File: config.mk
export PLATFORM = sky130hd
export DESIGN_NAME = address_generator_flat
export DESIGN_NICKNAME = d
export VERILOG_FILES = /design/src/rtl/address_generator_if.sv /design/src/rtl/address_generator.sv /design/src/flat_wrapper.sv
export SDC_FILE = /design/constraint.sdc
export NUM_CORES = 1
export LEC_CHECK = 0
export BUFFER_PORTS_ARGS = -buffer_cell sky130_fd_sc_hd__buf_2
export CORE_UTILIZATION = 40
export CTS_BUF_LIST = sky130_fd_sc_hd__clkbuf_2
export DETAILED_ROUTE_END_ITERATION = 10
export GPL_ROUTABILITY_DRIVEN = 0
export MAX_ROUTING_LAYER = met4
export PLACE_DENSITY = 0.65
export RECOVER_POWER = 50
export SYNTH_ARGS = -nofsm -noshare
export SYNTH_HDL_FRONTEND = slang
export SYNTH_SLANG_ARGS = --single-unit
File: constraint.sdc
create_clock -name clk -period 1.9 [get_ports clk]
set_input_delay 0.19 -clock clk [delete_from_list [all_inputs] [get_ports clk]]
set_output_delay 0.19 -clock clk [all_outputs]
set_load 0.02 [all_outputs]
File: src/rtl/address_generator_if.sv
// Address/control bundle between the layer sequencer and the weight ROM,
// neuron RAM and MAC core.
interface address_generator_if;
  logic [7:0] read_weight_base_addr;
  logic [7:0] read_neuro_base_addr;
  logic [7:0] write_neuro_base_addr;
  logic [7:0] neuro_read_addr;
  logic [7:0] weight_read_addr;
  logic [7:0] neuro_write_addr;
  logic       read;
  logic       neuron_finished;
  logic       forget;
  logic       alu_rst;
  logic       finished;

  modport master (
    input  read_weight_base_addr, read_neuro_base_addr, write_neuro_base_addr,
    output neuro_read_addr, weight_read_addr, neuro_write_addr,
    output read, neuron_finished, forget, alu_rst, finished
  );

  modport slave (
    output read_weight_base_addr, read_neuro_base_addr, write_neuro_base_addr,
    input  neuro_read_addr, weight_read_addr, neuro_write_addr,
    input  read, neuron_finished, forget, alu_rst, finished
  );
endinterface

File: src/rtl/address_generator.sv
// Layer sequencer: walks Nk inputs x Nn neurons once per reset release and
// drives neuron/weight address streams plus MAC accumulator control.
module address_generator #(
  parameter logic [7:0] INSTR_NK = 8'd4,
  parameter logic [7:0] INSTR_NN = 8'd2
) (
  input  logic                 clk,
  input  logic                 reset,
  address_generator_if.master  bus
);

  typedef enum logic [1:0] {
    IDLE = 2'd0,
    INIT = 2'd1,
    RUN  = 2'd2,
    DONE = 2'd3
  } state_t;

  state_t     state_r;
  state_t     state_next_s;
  logic [7:0] nk_r;
  logic [7:0] nn_r;
  logic [7:0] i_r;
  logic [7:0] j_r;
  logic [7:0] w_r;
  logic [1:0] forget_r;
  logic       finished_r;
  logic       last_input_s;
  logic       last_neuron_s;

  // Read-only instruction table; words 2 and 3 are unused and read as zero.
  function automatic logic [7:0] instr_word(input logic [1:0] addr);
    logic [7:0] word_s;
    case (addr)
      2'd0:    word_s = INSTR_NK;
      2'd1:    word_s = INSTR_NN;
      default: word_s = 8'd0;
    endcase
    return word_s;
  endfunction

  assign last_input_s  = (i_r == (nk_r - 8'd1));
  assign last_neuron_s = (j_r == (nn_r - 8'd1));

  // Next-state logic; INIT decides on the table words directly since nk/nn latch on that edge.
  always_comb begin
    state_next_s = state_r;
    case (state_r)
      IDLE: begin
        state_next_s = INIT;
      end
      INIT: begin
        if ((instr_word(2'd0) != 8'd0) && (instr_word(2'd1) != 8'd0)) begin
          state_next_s = RUN;
        end else begin
          state_next_s = DONE;
        end
      end
      RUN: begin
        if (last_input_s && last_neuron_s) begin
          state_next_s = DONE;
        end else begin
          state_next_s = RUN;
        end
      end
      DONE: begin
        state_next_s = DONE;
      end
      default: begin
        state_next_s = IDLE;
      end
    endcase
  end

  // State, finished flag and the two-stage forget pipeline.
  always_ff @(posedge clk or negedge reset) begin
    if (!reset) begin
      state_r    <= IDLE;
      finished_r <= 1'b0;
      forget_r   <= 2'b00;
    end else begin
      state_r    <= state_next_s;
      finished_r <= (state_next_s == DONE);
      forget_r   <= {forget_r[0], bus.neuron_finished};
    end
  end

  // Geometry latch and input/neuron/weight counters.
  always_ff @(posedge clk or negedge reset) begin
    if (!reset) begin
      nk_r <= 8'd0;
      nn_r <= 8'd0;
      i_r  <= 8'd0;
      j_r  <= 8'd0;
      w_r  <= 8'd0;
    end else begin
      case (state_r)
        INIT: begin
          nk_r <= instr_word(2'd0);
          nn_r <= instr_word(2'd1);
          i_r  <= 8'd0;
          j_r  <= 8'd0;
          w_r  <= 8'd0;
        end
        RUN: begin
          w_r <= w_r + 8'd1;
          if (last_input_s) begin
            i_r <= 8'd0;
            j_r <= j_r + 8'd1;
          end else begin
            i_r <= i_r + 8'd1;
          end
        end
        default: begin
          i_r <= i_r;
        end
      endcase
    end
  end

  // Address sums wrap modulo 256 by truncation; bases act immediately.
  assign bus.neuro_read_addr  = bus.read_neuro_base_addr + i_r;
  assign bus.weight_read_addr = bus.read_weight_base_addr + w_r;
  assign bus.neuro_write_addr = bus.write_neuro_base_addr + j_r;
  assign bus.read             = (state_r == RUN);
  assign bus.neuron_finished  = (state_r == RUN) && last_input_s;
  assign bus.alu_rst          = (state_r == IDLE) || (state_r == INIT);
  assign bus.finished         = finished_r;
  assign bus.forget           = forget_r[1];

endmodule

File: src/flat_wrapper.sv
// flat-port wrapper written by rule: the top's interface ports become plain ports
module address_generator_flat 
#(
  parameter logic [7:0] INSTR_NK = 8'd4,
  parameter logic [7:0] INSTR_NN = 8'd2
)
  (clk, reset, bus_read_weight_base_addr, bus_read_neuro_base_addr, bus_write_neuro_base_addr, bus_neuro_read_addr, bus_weight_read_addr, bus_neuro_write_addr, bus_read, bus_neuron_finished, bus_forget, bus_alu_rst, bus_finished);
  address_generator_if bus_i ();
  input  logic clk;
  input  logic reset;
  input wire logic [$bits(bus_i.read_weight_base_addr)-1:0] bus_read_weight_base_addr;
  input wire logic [$bits(bus_i.read_neuro_base_addr)-1:0] bus_read_neuro_base_addr;
  input wire logic [$bits(bus_i.write_neuro_base_addr)-1:0] bus_write_neuro_base_addr;
  output wire logic [$bits(bus_i.neuro_read_addr)-1:0] bus_neuro_read_addr;
  output wire logic [$bits(bus_i.weight_read_addr)-1:0] bus_weight_read_addr;
  output wire logic [$bits(bus_i.neuro_write_addr)-1:0] bus_neuro_write_addr;
  output wire logic [$bits(bus_i.read)-1:0] bus_read;
  output wire logic [$bits(bus_i.neuron_finished)-1:0] bus_neuron_finished;
  output wire logic [$bits(bus_i.forget)-1:0] bus_forget;
  output wire logic [$bits(bus_i.alu_rst)-1:0] bus_alu_rst;
  output wire logic [$bits(bus_i.finished)-1:0] bus_finished;
  assign bus_i.read_weight_base_addr = bus_read_weight_base_addr;
  assign bus_i.read_neuro_base_addr = bus_read_neuro_base_addr;
  assign bus_i.write_neuro_base_addr = bus_write_neuro_base_addr;
  assign bus_neuro_read_addr = bus_i.neuro_read_addr;
  assign bus_weight_read_addr = bus_i.weight_read_addr;
  assign bus_neuro_write_addr = bus_i.neuro_write_addr;
  assign bus_read = bus_i.read;
  assign bus_neuron_finished = bus_i.neuron_finished;
  assign bus_forget = bus_i.forget;
  assign bus_alu_rst = bus_i.alu_rst;
  assign bus_finished = bus_i.finished;
  address_generator #(.INSTR_NK(INSTR_NK), .INSTR_NN(INSTR_NN)) u_core (.clk(clk), .reset(reset), .bus(bus_i));
endmodule
==> Word level (Yosys, flattened, before mapping) <==
Index checks and enable logic that the tools add are counted.
{ "word_totals": {"register_bits": 30, "input_bits": 26, "elab_cells": 35} }
{ "op_classes": {"add_sub_neg": 8, "n_eq_ne": 7, "n_mux": 7, "n_reduce_logical": 6} }
{ "ops": {"columns": ["cell", "count"], "rows": [
  ["$pmux W8 S2", 3],
  ["$add A8 B1 Y8 const B", 3],
  ["$add A8 B8 Y8", 3],
  ["$eq A8 B8 Y1", 2],
  ["$mux W8", 2],
  ["$pmux W2 S4", 1],
  ["$eq A2 B2 Y1 const B", 3],
  ["$sub A3 B1 Y4 const B", 1],
  ["$sub A2 B1 Y3 const B", 1],
  ["$eq A2 B1 Y1 const B", 1],
  ["$logic_and A1 B1 Y1", 2],
  ["$logic_not A2 Y1", 1],
  ["$ne A2 B1 Y1 const B", 1],
  ["$reduce_and A2 Y1", 1],
  ["$reduce_bool A2 Y1", 1],
  ["$logic_or A1 B1 Y1", 1],
  ["$mux W1", 1]
]} }

==> Logic depth before layout (Yosys ltp) <==
Gate-level depths: netlist of the first run.
{ "depth": {"ltp_word": 6, "mapped_depth": 7, "depth_no_buf": 7} }

==> Worst setup path after synthesis of the first run <==
No wires, ideal clock.
{ "synth_path": {"kind": "reg2out", "from": "reg u_core.j_r[0]", "to": "out bus_neuro_write_addr[6]", "arrival_time_ns": 2.110, "required_ns": 1.710, "slack_ns": -0.400, "stages_incl_launch_ff": 8, "path_buffers": 0, "path_cell_list": "dfrtp_1 -> ha_1 -> inv_1 -> fa_1 -> nor2b_1 -> o21a_1 -> o21a_1 -> o311ai_0"} }
{ "synth_via": {"elab_chain_len": 1} }
{ "synth_lines": {"columns": ["item", "line_no", "source"], "rows": [
  ["start, declared", "address_generator.sv:24", "logic [7:0] j_r;"],
  ["start signal, assigned", "address_generator.sv:109", "j_r <= j_r + 8'd1;"],
  ["$add A8 B8 Y8", "address_generator.sv:124", "assign bus.neuro_write_addr = bus.write_neuro_base_addr + j_r;"],
  ["end, declared", "flat_wrapper.sv:16", "output wire logic [$bits(bus_i.neuro_write_addr)-1:0] bus_neuro_write_addr;"]
]} }
Every way passes these cells.

==> Final worst setup path of the first run <==
{ "layout_path": {"from": "reg u_core.w_r[0]", "to": "out bus_weight_read_addr[6]"} }
{ "layout_via": {"elab_chain_len": 1} }
{ "layout_lines": {"columns": ["item", "line_no", "source"], "rows": [
  ["start, declared", "address_generator.sv:25", "logic [7:0] w_r;"],
  ["start signal, assigned", "address_generator.sv:106", "w_r <= w_r + 8'd1;"],
  ["$add A8 B8 Y8", "address_generator.sv:123", "assign bus.weight_read_addr = bus.read_weight_base_addr + w_r;"],
  ["end, declared", "flat_wrapper.sv:15", "output wire logic [$bits(bus_i.weight_read_addr)-1:0] bus_weight_read_addr;"]
]} }
Every way passes these cells.

==> qor.yml, run 1 <==
dp_hpwl_um: 4360
ant_nets: 0
status: "finished, violations left"
report.final.slew_viol_count: 0
critPathMaxStageDelay_ns: 0.44
critPathCaptureType: "output pin"
synth_top_flop_cell: "dfrtp_1"
final-seq-area_sq_um: 752.0
hold_viol_final: 0
cp.arrival_ns: 2.09
seq_power_share_pct: 45.8
crit_fanout: 3
grt_antenna_before_repair: 0
critPathTopFamily: "adder cells"
power.net_switching_mw: 0.3833
fin_nets: 457
combinationalPowerShare_pct: 20.4
cts-root-buf: "clkbuf_2"
cp_num_buf_inv: 2
synth_edf_count: 0
switching_share_pct: 27.49
violations: "setup timing"
pin_count: 55
setup_viol: 18
critPathLaunchType: "flop"
maxCapViolations: 0
rsz0062_at_grt: "true"
final_cells: 475
die_area_sq_um: 6766
cts_tree: "done"
period_minus_slack_ns: 2.280
clk_pin_slew_worst_paths_ns: 0.19
r2r_end: "u_core.bus.finished"
grtUsageTotal_pct: 19.56
firstDrtPassIters: 4
die-width_um: 82.26
cp.required_ns: 1.71
yosysSeqAreaShare_pct: 29.14
grt_pass1_wl_um: 9901
ys.warnings.count: 0
numPortBuffers: 54
synth_area_leaders: "dfrtp_1 (29%), ha_1 (14%), xnor2_1 (5.4%)"
antenna_cells: 0
rr_startpoint: "u_core.i_r[4]"
cts.path.max_buffers: 2
cpMaxStageDelayCell: "dfrtp_1"
ys_types: 49
numCtsBuffers: 5
grt_pass1_vias: 2298
rrSetupSlack_ns: -0.02
rows: 28
syn2layout_area_growth_pct: 46.24
wl_per_cell_um: 13.57
fin_ws_ns: -0.3801
startpoint: "u_core.w_r[0]"
fp.dieH_um: 82.26
htree_levels: 2
drt_iter0_drc: 62
numPlacedInstances: 448
ys_seq_elements: 30
viasPerCell: 5.328
hold-worst-slack_ns: 0.3781
async_flop_share_pct: 100.0
timing.critical_path.mode_cell: "o21a_1"
rr_worst_depth: 7
coreArea_sq_um: 6061
endpoint: "bus_weight_read_addr[6]"
yosysTopAreaCell: "dfrtp_1"
start_util_pct: 42.51
final.setup.tns_ns: -3.860
clk_latency_ns: 0.39
synth_area_sq_um: 2576
finalClockSkew_ns: 0.03565
period_share_pct: 120.0
fill_cells: 518
peakVddDrop_mv: 0.4464
leakage_nw: 1.763
grt_max_degree: 31
vias: 2531
min_path_type: "in2async"
wl_um: 6447
drc: 0
netlist_instances: 295
crit_chain: "ha_4, inv_2, fa_2, nor2b_1, o21a_1, o21a_1, o211ai_1, buf_4"
dp_slack_ns: -0.001316
power.density_nw_per_um2: 370.1
internal_power_mw: 1.011
synth_nets: 353
syn_area_per_cell_sq_um: 8.733
multi_input_area_sq_um: 1996
worst_slew_pin_slew_ns: 0.7718
synth_top_area_share_pct: 29.14
critPathKind: "reg2out"
final_layout_size_suffix_gt1_share_pct: 41.00
grt-ovfl-total: 0
clock-sinks: 30
slew_headroom_pct: 48.54
crit_cells: 8
timing.fmax_ghz: 0.4386
p_clk_share_pct: 33.7
-- layout by cell type (no fill, tap or decap), types with 4 or more instances in the layout --
cell type / n
buf_4: 56
buf_2: 31
dfrtp_1: 29
inv_1: 22
nand2_1: 20
nor2_1: 19
ha_1: 15
xnor2_1: 14
nand3_1: 13
ha_4: 12
buf_6: 12
inv_2: 9
o21ai_0: 9
a21oi_1: 8
nor3_1: 8
clkbuf_2: 8
o211ai_1: 7
mux2i_1: 7
o21a_1: 6
and3_1: 6
nand3_2: 5
o2111ai_1: 5
or3_1: 4
nand2b_1: 4
o21ai_1: 4
xor2_1: 4
nor2b_1: 4
o2bb2ai_1: 4
-- final cells by class --
cell class,count,area share (%)
multi-input combinational,228,52.97
inverter,32,3.188
sequential,30,19.96
clock inverter,1,0.7971
clock buffer,7,0.9299
timing repair buffer,102,19.66
tap,75,2.491
-- timing repair --
| action | CTS | global route |
|---|---|---|
| endpoints found under the setup margin | 20 | 37 |
| hold buffers | 1 | 0 |
| pin swaps | 19 | 23 |
| gates resized for setup | 48 | 51 |
| hold endpoints to repair | 30 | 0 |
| setup buffers | 11 | 9 |
-- power by group through the flow --
stage	sequential, mW	combinational (mW)	clock [mW]
after global routing	0.639	0.311	0.506
after detailed placement	0.651	0.213	0
final	0.639	0.285	0.470
after floorplan	0.651	0.127	0
after CTS	0.639	0.256	0.483
after global placement	0.651	0.209	0
-- Yosys cell counts, types with 5 or more instances --
master,n
inv_1,31
dfrtp_1,30
ha_1,29
nand2_1,21
nor2_1,20
nand3_1,18
xnor2_1,16
o21ai_0,14
a21oi_1,13
nor3_1,8
mux2i_1,7
o211ai_1,7
and3_1,6
o21a_1,6
nor2b_1,5
o2111ai_1,5
-- worst min-delay path by stage --
stage / from / slack (ns) / to / cells after the start
after floorplan: reset / -0.11 / u_core.bus.finished / 0
after global placement: reset / 0.27 / u_core.w_r[0] / 1
after detailed placement: reset / 0.27 / u_core.w_r[0] / 1
after CTS: reset / 0.36 / u_core.w_r[0] / 2
after global routing: u_core.forget_r[0] / 0.39 / u_core.forget_r[1] / 0
final: reset / 0.38 / u_core.w_r[0] / 2
-- stage by stage --
stage          utilization (%)  total power, mW  cell area [sq um]
4_1_cts                  58.03            1.379               3517
5_1_grt                  62.16            1.457               3767
6_report                 62.16            1.394               3767
3_3_place_gp             51.78           0.8595               3138
3_5_place_dp             51.78           0.8639               3138
2_1_floorplan                -           0.7781               2584
-- per-layer routing --
metal,wire (um),GRT usage (%),vias to the layer above
li1,-,-,1272
met1,2931,23.80,1200
met2,3226,33.39,50
met3,216,3.187,9
met4,73,5.439,0
met5,0,-,-
-- flip-flops by register name, summed over array words and instances (netlist names) --
signal / cells
u_core.nk_r: 1
u_core.w_r: 8
u_core.i_r: 8
u_core.j_r: 8
u_core.bus.finished: 1
u_core.forget_r: 2
u_core.state_r: 2
-- cell families (layout without fill, tap and decap cells) --
family | count (synthesis) | in the layout | synth area share (%)
AOI/OAI and AO/OA | 68 | 68 | 19.04
xor gates and xnor gates | 20 | 20 | 6.799
adders and majority gates | 32 | 32 | 16.42
buffers and inverters | 37 | 142 | 5.730
DFF | 30 | 30 | 29.14
muxes | 8 | 8 | 3.157
and+or+nand+nor | 100 | 100 | 19.72
(Power assumes the default switching activity.)
==> run 2, diff against run 1 <==
SETUP_SLACK_MARGIN = 0.1   (was unset)
==> run 2 against run 1 <==
Against the previous run:
- cell count unchanged
- power fell by 12%
- register-to-register slack improved by 0.07 ns
- maximum frequency increased by 2.7%
- critical path type unchanged
- combinational power shrank 2%
- worst hold slack improved by 0.0072 ns
- utilization is 0.43 points lower
- non-clock buffer count unchanged
- the flow still finishes with violations (setup timing)
- final area fell by 0.70%
- via count rose by 0.79%
- global-route usage up 0.62 points
==> qor.yml, run 2 (same netlist as run 1, synthesis figures left out) <==
grt_max_degree: 31  # unchanged
endpoint: "bus_weight_read_addr[6]"
critPathMaxStageDelay_ns: 0.40  # -0.04 ns
wl_per_cell_um: 13.26  # -2.3%
numCtsBuffers: 5  # unchanged
period_minus_slack_ns: 2.220  # -0.06019 ns
setup_viol: 16  # -2
p_total_mw: 1.226  # -12%
dp_hpwl_um: 4428  # +1.6%
clk_pin_slew_worst_paths_ns: 0.16  # -0.03 ns
fin_ws_ns: -0.3199  # +0.06019 ns
die-width_um: 82.26  # unchanged
pin_count: 55  # unchanged
cp.required_ns: 1.71  # about the same
utilization_pct: 61.73  # -0.43 points
hold_viol_final: 0  # unchanged
reg_top3: "u_core.i_r x8, u_core.j_r x8, u_core.w_r x8"
cpMaxStageDelayCell: "dfrtp_1"
rows: 28  # unchanged
timing.fmax_ghz: 0.4505  # +2.7%
final_layout_size_suffix_gt1_share_pct: 41.50  # +0.50 points
crit_chain: "ha_2, inv_2, fa_2, nor2b_1, o21a_1, o21a_1, o211ai_1, buf_2"
ant_nets: 0  # unchanged
violations: "setup timing"
drt_iter0_drc: 115  # +85%
fill_cells: 511  # -1.4%
cts.path.max_buffers: 2  # unchanged
report.final.slew_viol_count: 0  # unchanged
finalClockSkew_ns: 0.02384  # -0.01181 ns
power.density_nw_per_um2: 327.8  # -11%
vias: 2551  # +0.79%
grtUsageTotal_pct: 20.18  # +0.62 points
critPathLaunchType: "flop"
cts_tree: "done"
die_area_sq_um: 6766  # unchanged
drc: 0  # unchanged
htree_levels: 2  # unchanged
final.setup.tns_ns: -3.248  # +0.6115 ns
rsz0062_at_grt: "true"
worst_slew_pin_slew_ns: 0.7541  # -0.01772 ns
grt_pass1_vias: 2340  # +1.8%
coreArea_sq_um: 6061  # unchanged
firstDrtPassIters: 4  # unchanged
wl_um: 6297  # -2.3%
cts-root-buf: "clkbuf_2"
rrSetupSlack_ns: 0.05  # +0.07 ns
viasPerCell: 5.371  # +0.79%
slew_headroom_pct: 49.73  # +1.2 points
dpl_cell_area_sq_um: 3141  # about the same
maxCapViolations: 0  # unchanged
peakVddDrop_mv: 0.2931  # -34%
layout_common_cells: "buf_4 (53), buf_2 (33), dfrtp_1 (29)"
grt_pass1_wl_um: 10400  # +5.0%
min_path_type: "reg2reg"
status: "finished, violations left"
start_util_pct: 42.51  # unchanged
cp.arrival_ns: 2.03  # -0.06 ns
rr_startpoint: "u_core.i_r[4]"
syn2layout_area_growth_pct: 45.22
clock-sinks: 30  # unchanged
finalInstanceArea_sq_um: 3741  # -0.70%
r2r_end: "u_core.bus.finished"
crit_fanout: 3  # unchanged
layout_commonest_cell: "buf_4"
numPortBuffers: 54  # unchanged
dp_slack_ns: 0.02671  # +0.02803 ns
leakage_nw: 1.754  # -0.52%
fp.dieH_um: 82.26  # unchanged
critPathCaptureType: "output pin"
antenna_cells: 0  # unchanged
clk_latency_ns: 0.36  # -0.03 ns
numPlacedInstances: 444  # -0.89%
rr_worst_depth: 7  # unchanged
timing.critical_path.mode_cell: "o21a_1"
grt_antenna_before_repair: 0  # unchanged
fin_nets: 457  # unchanged
hold-worst-slack_ns: 0.3853  # +0.007167 ns
grt-ovfl-total: 0  # unchanged
critPathKind: "reg2out"
final_cells: 475  # unchanged
startpoint: "u_core.w_r[0]"
period_share_pct: 116.8  # -3.2 points
==> run 2: cell types whose count changed in the layout (fill, tap and decap cells not counted), sizes merged <==
cell	change
clkinvlp	+1
clkinv	+1
bufinv	-1
buf	-1
==> run 2: worst min path at each step <==
stage	depth (start not counted)	startpoint	slack (ns)	end
after floorplan	0	reset	-0.11	u_core.bus.finished
after global placement	1	reset	0.27	u_core.w_r[0]
after detailed placement	1	reset	0.27	u_core.w_r[1]
after CTS	2	reset	0.39	u_core.i_r[3]
after global routing	0	u_core.forget_r[0]	0.40	u_core.forget_r[1]
final	0	u_core.forget_r[0]	0.39	u_core.forget_r[1]
==> run 2: per-layer routing <==
metal  vias up  share of wire (%)  wire [um]  track usage [%]
met4         0               0.73         46            3.509
met1      1205                 48       3021            26.11
met2        64                 47       2982            33.80
met3         6                3.9        247            2.967
li1       1276                  -          -                -
met5         -                  0          0                -
==> run 2: area by class of cell <==
cell class | instances | area [sq um] | area share (%)
Multi-Input combinational cell | 228 | 1979 | 52.91
Timing Repair Buffer | 102 | 753.2 | 20.13
Sequential cell | 30 | 752.0 | 20.10
Inverter | 32 | 123.9 | 3.311
Tap cell | 75 | 93.84 | 2.508
Clock buffer | 6 | 30.03 | 0.8027
Clock inverter | 2 | 8.758 | 0.2341
==> run 2: power by group <==
group	switching, mW	internal, mW
clock network	0.218	0.0904
registers	0	0.639
logic	0.145	0.134
total	0.363	0.863
==> run 2: critical path: cells and delay by family, from the launching register on <==
family                   cells  cell delay, ns
AO/OA/AOI/OAI                3            0.39
adder cells (fa/ha/maj)      2            0.54
buffers and inverters        2            0.21
flip-flops                   1            0.40
AND/OR/NAND/NOR              1            0.12
==> run 2: repair_timing <==
| action | CTS | global route |
|---|---|---|
| gates cloned | 0 | 1 |
| endpoints found under the setup margin | 26 | 41 |
| buffers inserted | 15 | 7 |
| pin swaps | 23 | 12 |
| hold endpoints to repair | 30 | 0 |
| hold buffers | 1 | 0 |
| resized for setup | 63 | 28 |
==> run 3, diff against run 2 <==
clock period = 2.4 ns   (was 1.9 ns; I/O delays follow)
==> run 3 against run 2 <==
Against the previous run:
- wire length shrank 6.6%
- the run ends with capacitance limit, slew limit left
- utilization shrank 6.6 points
- largest power group unchanged
- non-clock buffer count shrank 23
- die area is the same
==> qor.yml, run 3 (same netlist as run 1, synthesis figures left out) <==
drc: 0  # unchanged
fill_cells: 558  # +9.2%
cts.path.max_buffers: 2  # unchanged
cp.arrival_ns: 2.11  # +0.08 ns
numPlacedInstances: 424  # -4.5%
grtUsageTotal_pct: 18.74  # -1.4 points
reg_top3: "u_core.i_r x8, u_core.j_r x8, u_core.w_r x8"
grt_pass1_wl_um: 9425  # -9.4%
cpMaxStageDelayCell: "dfrtp_1"
power.net_switching_mw: 0.2862  # -21%
wl_per_cell_um: 13.04  # -1.7%
slew_headroom_pct: -11.56  # -61 points
period_minus_slack_ns: 2.349
internal_power_mw: 0.7547  # -13%
rsz0062_at_grt: "true"
antenna_cells: 0  # unchanged
busiest_layer: "met2"
ant_nets: 0  # unchanged
final-seq-area_sq_um: 759.5  # +1.0%
grtUsageMet1_pct: 22.02  # -4.1 points
start_util_pct: 42.51  # unchanged
multi_input_area_sq_um: 1839  # -7.1%
period_share_pct: 97.87
combinationalPowerShare_pct: 17.8  # -5.0 points
critPathMaxStageDelay_ns: 0.41  # about the same
leakage_nw: 1.564  # -11%
fp.dieH_um: 82.26  # unchanged
drt_iter0_drc: 86  # -25%
final_layout_size_suffix_gt1_share_pct: 29.79  # -12 points
coreArea_sq_um: 6061  # unchanged
die_area_sq_um: 6766  # unchanged
layout_common_cells: "buf_2 (41), buf_4 (30), inv_1 (28)"
die-width_um: 82.26  # unchanged
seq_power_share_pct: 48.6  # -3.5 points
grt_max_degree: 31  # unchanged
finalClockSkew_ns: 0.02639  # +0.002551 ns
maxCapViolations: 1  # +1
cp.required_ns: 2.16  # +0.45 ns
worst_slew_pin_slew_ns: 1.673  # +0.9192 ns
grt-ovfl-total: 0  # unchanged
clk_latency_ns: 0.38  # +0.02 ns
viasPerCell: 5.306  # -1.2%
switching_share_pct: 27.49  # -2.1 points
report.final.slew_viol_count: 31  # +31
utilization_pct: 55.08  # -6.6 points
vias: 2393  # -6.2%
final_cells: 451  # -5.1%
clock-sinks: 30  # unchanged
power.density_nw_per_um2: 311.8  # -4.9%
rows: 28  # unchanged
violations: "capacitance limit, slew limit"
grt_pass1_vias: 2181  # -6.8%
peakVddDrop_mv: 0.2198  # -25%
pin_count: 55  # unchanged
finalInstanceArea_sq_um: 3338  # -11%
critPathLaunchType: "flop"
status: "finished, violations left"
critPathTopFamily: "compound AO/OA/AOI/OAI gates"
cts-root-buf: "clkbuf_2"
fin_nets: 434  # -5.0%
met2_usage_pct: 32.23  # -1.6 points
hold-worst-slack_ns: 0.3770  # -0.008295 ns
htree_levels: 2  # unchanged
hold_viol_final: 0  # unchanged
numCtsBuffers: 5  # unchanged
setup_viol: 0  # -16
min_path_type: "reg2reg"
dp_hpwl_um: 4128  # -6.8%
firstDrtPassIters: 4  # unchanged
met3_usage_pct: 4.176  # +1.2 points
final.setup.tns_ns: 0  # +3.248 ns
cp_num_buf_inv: 2  # unchanged
layout_commonest_cell: "buf_2"
critPathKind: "reg2out"
wl_um: 5879  # -6.6%
cts_tree: "done"
syn2layout_area_growth_pct: 29.58
timing.fmax_ghz: 0.4258
timing.critical_path.mode_cell: "o21a_1"
critPathCaptureType: "output pin"
crit_fanout: 3  # unchanged
crit_chain: "ha_2, inv_2, fa_2, nor2b_1, o21a_1, o21a_1, o311ai_1, buf_2"
clk_pin_slew_worst_paths_ns: 0.14  # -0.02 ns
p_clk_share_pct: 33.6  # +8.4 points
dpl_cell_area_sq_um: 2950  # -6.1%
numPortBuffers: 54  # unchanged
grt_antenna_before_repair: 0  # unchanged
-- run 3: path summary, 6_finish.rpt --
kind	start	endpoint	slack [ns]	cells past startpoint
min in group asynchronous	reset	u_core.w_r[1]	0.80	2
worst min-delay path	u_core.forget_r[0]	u_core.forget_r[1]	0.38	0
worst max register to register	u_core.i_r[4]	u_core.j_r[6]	0.39	6
worst max-delay path	u_core.j_r[0]	bus_neuro_write_addr[6]	0.05	8
worst min register to register	u_core.forget_r[0]	u_core.forget_r[1]	0.38	0
max in group asynchronous	reset	u_core.j_r[1]	0.49	2
-- run 3: power by group through the flow --
| stage | clock network [mW] | logic, mW | registers, mW |
|---|---|---|---|
| finish | 0.350 | 0.186 | 0.506 |
| global route | 0.382 | 0.206 | 0.506 |
| CTS | 0.360 | 0.173 | 0.506 |
| detailed placement | 0 | 0.164 | 0.515 |
| global placement | 0 | 0.162 | 0.515 |
| floorplan | 0 | 0.0999 | 0.515 |
-- run 3: layout make-up --
cell class	count	area share, %
Clock buffer	5	0.7496
Clock inverter	2	1.012
Inverter	32	3.598
Multi-Input combinational cell	228	55.10
Sequential cell	30	22.75
Tap cell	75	2.811
Timing Repair Buffer	79	13.98
-- run 3: routing by layer --
| layer | wire (um) | vias up |
|---|---|---|
| met2 | 2874 | 55 |
| li1 | - | 1224 |
| met4 | 58 | 0 |
| met5 | 0 | - |
| met3 | 279 | 6 |
| met1 | 2666 | 1108 |
-- run 3: repair_timing --
| item | 4_1_cts | 5_1_grt |
|---|---|---|
| endpoints found under the setup margin | 10 | 13 |
| endpoints found under the hold margin | 30 | 0 |
| hold buffers | 1 | 0 |
| resized for setup | 22 | 20 |
| buffers inserted | 13 | 6 |
| pin swaps | 5 | 8 |
| cloned | 0 | 0 |
-- run 3: per-stage QoR --
| stage | setup slack, ns | power, mW |
|---|---|---|
| after floorplan | 0.2978 | 0.6150 |
| after global placement | 0.4082 | 0.6768 |
| after detailed placement | 0.3586 | 0.6789 |
| after CTS | 0.05393 | 1.039 |
| after global routing | -0.05721 | 1.094 |
| final | 0.05121 | 1.041 |
